===== config.mk =====
export PLATFORM = sky130hd
export DESIGN_NAME = microcycle_sequencer_flat
export DESIGN_NICKNAME = d
export VERILOG_FILES = /design/src/rtl/microcycle_sequencer_if.sv /design/src/rtl/microcycle_sequencer.sv /design/src/flat_wrapper.sv
export SDC_FILE = /design/constraint.sdc
export NUM_CORES = 1
export LEC_CHECK = 0
export CAP_MARGIN = 10
export CORE_MARGIN = 3
export CORE_UTILIZATION = 49
export DETAILED_ROUTE_END_ITERATION = 6
export GPL_TIMING_DRIVEN = 1
export PLACE_DENSITY = 0.75
export SYNTH_ARGS = -nofsm -noshare
export SYNTH_HDL_FRONTEND = slang
export SYNTH_SLANG_ARGS = --single-unit
export TNS_END_PERCENT = 30

===== constraint.sdc =====
create_clock -name clk -period 2.3 [get_ports clk]
set_clock_uncertainty 0.1 [all_clocks]
set_input_delay 0.23 -clock clk [delete_from_list [all_inputs] [get_ports clk]]
set_output_delay 0.23 -clock clk [all_outputs]
set_load 0.005 [all_outputs]

===== src/rtl/microcycle_sequencer_if.sv =====
// Handshake/bus bundle between the microcycle sequencer and the decoding card.
// The sequencer uses the slave modport; the decoding card side uses master.
interface microcycle_sequencer_if #(
    parameter int SHCW = 6
);
    logic            RUN;
    logic            STOP;
    logic            MWAIT;
    logic            LOOPEN;
    logic            WSHC;
    logic [SHCW-1:0] SHCIN;

    logic            T1;
    logic            T2;
    logic            T3;
    logic            T4;
    logic            T5;
    logic            MIRKL;
    logic            ACTLOOP;
    logic [SHCW-1:0] SHC;
    logic            RUNNING;
    logic            CYCDONE;

    modport master (
        output RUN, STOP, MWAIT, LOOPEN, WSHC, SHCIN,
        input  T1, T2, T3, T4, T5, MIRKL, ACTLOOP, SHC, RUNNING, CYCDONE
    );

    modport slave (
        input  RUN, STOP, MWAIT, LOOPEN, WSHC, SHCIN,
        output T1, T2, T3, T4, T5, MIRKL, ACTLOOP, SHC, RUNNING, CYCDONE
    );
endinterface


===== src/rtl/microcycle_sequencer.sv =====
// Microinstruction phase sequencer (T1..T5, MIR load strobe) with the
// shift-loop counter that drives ACTLOOP for a programmed number of clocks.
module microcycle_sequencer #(
    parameter int SHCW = 6
) (
    input  logic                    clk,
    input  logic                    MCL,
    microcycle_sequencer_if.slave   bus
);
    localparam logic [6:0] S_IDLE = 7'b0000001;
    localparam logic [6:0] S_T1   = 7'b0000010;
    localparam logic [6:0] S_T2   = 7'b0000100;
    localparam logic [6:0] S_T3   = 7'b0001000;
    localparam logic [6:0] S_LOOP = 7'b0010000;
    localparam logic [6:0] S_T4   = 7'b0100000;
    localparam logic [6:0] S_T5   = 7'b1000000;

    localparam logic [SHCW-1:0] SHC_ONE = SHCW'(1);

    logic [6:0]      state;
    logic [6:0]      state_nx;
    logic [SHCW-1:0] shc;
    logic [SHCW-1:0] pend_val;
    logic            pend_vld;
    logic            loop_take;
    logic            loop_last;

    assign loop_take = (state == S_T3) && bus.LOOPEN && (shc != '0);
    assign loop_last = (shc <= SHC_ONE);

    always_comb begin
        state_nx = state;
        case (state)
            S_IDLE:  state_nx = bus.RUN ? S_T1 : S_IDLE;
            S_T1:    state_nx = S_T2;
            S_T2:    state_nx = bus.MWAIT ? S_T2 : S_T3;
            S_T3:    state_nx = loop_take ? S_LOOP : S_T4;
            S_LOOP:  state_nx = loop_last ? S_T4 : S_LOOP;
            S_T4:    state_nx = S_T5;
            S_T5:    state_nx = bus.STOP ? S_IDLE : S_T1;
            default: state_nx = S_IDLE;
        endcase
    end

    always_ff @(posedge clk or posedge MCL) begin
        if (MCL) begin
            state <= S_IDLE;
        end else begin
            state <= state_nx;
        end
    end

    // A count written in the same T3 that starts a loop is parked until the
    // loop ends, so the running loop keeps counting down the old value.
    always_ff @(posedge clk or posedge MCL) begin
        if (MCL) begin
            shc      <= '0;
            pend_val <= '0;
            pend_vld <= 1'b0;
        end else if (state == S_T3) begin
            if (bus.WSHC) begin
                if (loop_take) begin
                    pend_val <= bus.SHCIN;
                    pend_vld <= 1'b1;
                end else begin
                    shc <= bus.SHCIN;
                end
            end
        end else if (state == S_LOOP) begin
            if (loop_last && pend_vld) begin
                shc      <= pend_val;
                pend_vld <= 1'b0;
            end else if (shc != '0) begin
                shc <= shc - SHC_ONE;
            end
        end
    end

    assign bus.T1      = (state == S_T1);
    assign bus.T2      = (state == S_T2);
    assign bus.T3      = (state == S_T3);
    assign bus.T4      = (state == S_T4);
    assign bus.T5      = (state == S_T5);
    assign bus.MIRKL   = (state == S_T5);
    assign bus.CYCDONE = (state == S_T5);
    assign bus.ACTLOOP = (state == S_LOOP);
    assign bus.RUNNING = (state != S_IDLE);
    assign bus.SHC     = shc;
endmodule

===== src/flat_wrapper.sv =====
// flat-port wrapper written by rule: the top's interface ports become plain ports
module microcycle_sequencer_flat 
#(
    parameter int SHCW = 6
)
  (clk, MCL, bus_RUN, bus_STOP, bus_MWAIT, bus_LOOPEN, bus_WSHC, bus_SHCIN, bus_T1, bus_T2, bus_T3, bus_T4, bus_T5, bus_MIRKL, bus_ACTLOOP, bus_SHC, bus_RUNNING, bus_CYCDONE);
  microcycle_sequencer_if #(.SHCW(SHCW)) bus_i ();
  input  logic clk;
  input  logic MCL;
  input wire logic [$bits(bus_i.RUN)-1:0] bus_RUN;
  input wire logic [$bits(bus_i.STOP)-1:0] bus_STOP;
  input wire logic [$bits(bus_i.MWAIT)-1:0] bus_MWAIT;
  input wire logic [$bits(bus_i.LOOPEN)-1:0] bus_LOOPEN;
  input wire logic [$bits(bus_i.WSHC)-1:0] bus_WSHC;
  input wire logic [$bits(bus_i.SHCIN)-1:0] bus_SHCIN;
  output wire logic [$bits(bus_i.T1)-1:0] bus_T1;
  output wire logic [$bits(bus_i.T2)-1:0] bus_T2;
  output wire logic [$bits(bus_i.T3)-1:0] bus_T3;
  output wire logic [$bits(bus_i.T4)-1:0] bus_T4;
  output wire logic [$bits(bus_i.T5)-1:0] bus_T5;
  output wire logic [$bits(bus_i.MIRKL)-1:0] bus_MIRKL;
  output wire logic [$bits(bus_i.ACTLOOP)-1:0] bus_ACTLOOP;
  output wire logic [$bits(bus_i.SHC)-1:0] bus_SHC;
  output wire logic [$bits(bus_i.RUNNING)-1:0] bus_RUNNING;
  output wire logic [$bits(bus_i.CYCDONE)-1:0] bus_CYCDONE;
  assign bus_i.RUN = bus_RUN;
  assign bus_i.STOP = bus_STOP;
  assign bus_i.MWAIT = bus_MWAIT;
  assign bus_i.LOOPEN = bus_LOOPEN;
  assign bus_i.WSHC = bus_WSHC;
  assign bus_i.SHCIN = bus_SHCIN;
  assign bus_T1 = bus_i.T1;
  assign bus_T2 = bus_i.T2;
  assign bus_T3 = bus_i.T3;
  assign bus_T4 = bus_i.T4;
  assign bus_T5 = bus_i.T5;
  assign bus_MIRKL = bus_i.MIRKL;
  assign bus_ACTLOOP = bus_i.ACTLOOP;
  assign bus_SHC = bus_i.SHC;
  assign bus_RUNNING = bus_i.RUNNING;
  assign bus_CYCDONE = bus_i.CYCDONE;
  microcycle_sequencer #(.SHCW(SHCW)) u_core (.clk(clk), .MCL(MCL), .bus(bus_i));
endmodule

==> results.cfg <==
[setup_path]
r2r.worst_path.cells = 6
end_kind = flip-flop
cp.arrival_ns = 2.36
rr_endpoint = u_core.pend_val[3]
critPathRequiredTime_ns = 2.41
r2r-start = u_core.state[5]
crit_path_start_kind = flip-flop
crit_path_max_fanout = 7
crit_start = u_core.state[5]
r2r_slack_ns = 0.05
critPathKind = reg2reg

[drt]
viasPerCell = 5.42
dr.pass1.iters = 4
routedWlPerCell_um = 14.8
drt_iter0_drc = 20
drcViolationCount = 0
routed_wl_um = 2830
vias = 1036
ant_nets = 0

[placed_design]
port_buffers = 27
hpwl_um = 2050
pre_cts_slack_ns = 0.0942
gp_congestion = 0.769
placed_cell_area_um2 = 1570

[synth]
syn_avg_cell_area_um2 = 10.2
synth_nets = 137
ys_ff_latch = 20
synthesis.area_um2 = 1240
yosysSeqAreaShare = 0.405
synth_warnings = 0
syn_inst = 121
yosys.cell_types.count = 36

[cts]
cts_max_level = 1
clkSinkCount = 20
cts_root_buf = clkbuf_4
cts.clk_slew.worst_paths_ns = 0.12
clk_latency_ns = 0.31
clk_path_buf_depth = 2
cts_hold_buf = 0
cts_tree = built
cts_buffers = 3

[floorplanning]
start_util = 0.539
boundaryPins = 28
fp.dieH_um = 56.3
rows = 17
design.die.area_um2 = 3170
coreArea_um2 = 2300
die_w_um = 56.3

[layout]
final_cell_mix = clkdlybuf4s50_1, buf_4, nand2_1, dfrtp_1, inv_1
area_growth_pct = 41.9
fin_nets = 180
final_common_cell = clkdlybuf4s50_1
design_area_um2 = 1760
antennaDiodeCount = 0
drive_above_1_share = 0.301

[pwr]
leakage_uw = 0.000867
p_sw_uw = 435
p_sw_frac = 0.330
pwr-share-clk = 0.220
fin_total_pwr_uw = 1320
power_frac_comb = 0.425
ir_drop_mv = 0.572
seqPwrFrac = 0.355
power_density_nw_per_um2 = 751
internal-power_uw = 885

[timing]
timing.slew.headroom = 0.477
timing.final.crit_share = 0.978
setup_viol = 0
timing.final.crit_period_ns = 2.25
hold_viol_final = 0
max_freq_mhz = 445
final.setup.worst_slack_ns = 0.0507
worst_pin_slew_ns = 0.784
final_max_slew_viol_count = 0

[global_route]
gr-usage-all-layers = 0.189
grt_antenna_before_repair = 0
grt_first_pass_wirelength_um = 4670
first_global_vias = 958
grt_overflow_total = 0
grt_max_degree = 21

[status]
status = completed

[min_path]
hp-class = in2async

[job]
maxCapViolations = 0
per-layer routing:
| metal | vias to the layer above | track usage | routed length (um) |
|---|---|---|---|
| met4 | 0 | 0.0441 | 27 |
| met5 | - | 0 | 0 |
| li1 | 516 | - | - |
| met3 | 4 | 0.0529 | 129 |
| met2 | 30 | 0.299 | 1330 |
| met1 | 486 | 0.255 | 1340 |
power by group through the flow:
| stage | clock (uW) | sequential [uW] | combinational (uW) |
|---|---|---|---|
| global route | 318 | 478 | 621 |
| CTS | 299 | 454 | 511 |
| detailed placement | 0 | 469 | 486 |
| finish | 290 | 469 | 560 |
| floorplan | 0 | 459 | 320 |
| global placement | 0 | 465 | 471 |
cells by family after synthesis:
logic type | Yosys count | share of synthesized area
simple gates | 44 | 0.202
compound gates | 20 | 0.122
flops | 20 | 0.405
mux | 16 | 0.160
buf+inv | 15 | 0.0596
xor+xnor | 3 | 0.0212
fa+ha+maj | 3 | 0.0303
sequential cells by signal, indices dropped and copies added, names as in the netlist:
| name | count |
|---|---|
| u_core.bus.SHC | 6 |
| u_core.pend_val | 6 |
| u_core.state | 7 |
| u_core.pend_vld | 1 |
final cells by class:
type                            count  area (um^2)
Clock inverter                      1         30.0
Fill cell                         163          539
Inverter                            9         36.3
Sequential cell                    20          508
Clock buffer                        3         22.5
Multi-Input combinational cell     86          718
Tap cell                           28         35.0
Timing Repair Buffer               44          408
stage by stage:
step | cells | hold slack [ns] | TNS [ns] | util
after floorplan | 121 | 0.0931 | 0 | -
after detailed placement | 179 | 0.377 | 0 | 0.684
after global placement | 179 | 0.369 | 0 | 0.684
final | 191 | 0.264 | 0 | 0.765
after CTS | 186 | 0.283 | -0.253 | 0.719
after global routing | 191 | 0.292 | -0.00848 | 0.765
critical path, cell delays in order (launching register included):
cell and delay (ns):
dfrtp_2 0.44, buf_4 0.15, nor4_4 0.35, nand3_2 0.16
inv_4 0.12, and4_1 0.46, mux2_1 0.36
cell usage after synthesis (all sizes together):
library cell | count | area [um^2]
a31oi | 3 | 18.8
and4 | 1 | 8.76
and3 | 1 | 6.26
inv | 9 | 33.8
a21oi | 1 | 5.00
nor2 | 7 | 26.3
mux2i | 4 | 40.0
nor3b | 5 | 37.5
dfrtp | 19 | 475
nand3 | 2 | 10.0
o22ai | 2 | 12.5
ha | 3 | 37.5
nand2 | 15 | 56.3
or2 | 2 | 12.5
nor4b | 1 | 15.0
buf | 6 | 40.0
o211a | 1 | 10.0
o21ai | 6 | 30.0
a32oi | 1 | 27.5
nor4 | 2 | 25.0
mux2 | 12 | 158
or4 | 2 | 15.0
nor2b | 2 | 12.5
o31ai | 2 | 15.0
xor2 | 3 | 26.3
o21a | 2 | 15.0
o221ai | 1 | 8.76
dfstp | 1 | 26.3
a22o | 1 | 8.76
nor3 | 4 | 25.0
worst max path at each step:
stage,end,slack [ns],cells past startpoint
6_report,u_core.pend_val[3],0.05,6
5_1_grt,bus_CYCDONE,-0.006,5
3_5_place_dp,bus_T1,0.09,3
4_1_cts,bus_T3,-0.13,5
3_3_place_gp,bus_T1,0.13,3
2_1_floorplan,u_core.bus.SHC[0],0.11,7
repair_timing:
action	CTS	global route
endpoints found under the setup margin	6	17
pin swaps	1	8
resized for setup	4	18
setup buffers	3	5
No activity file was read; power rests on OpenSTA's default activity.
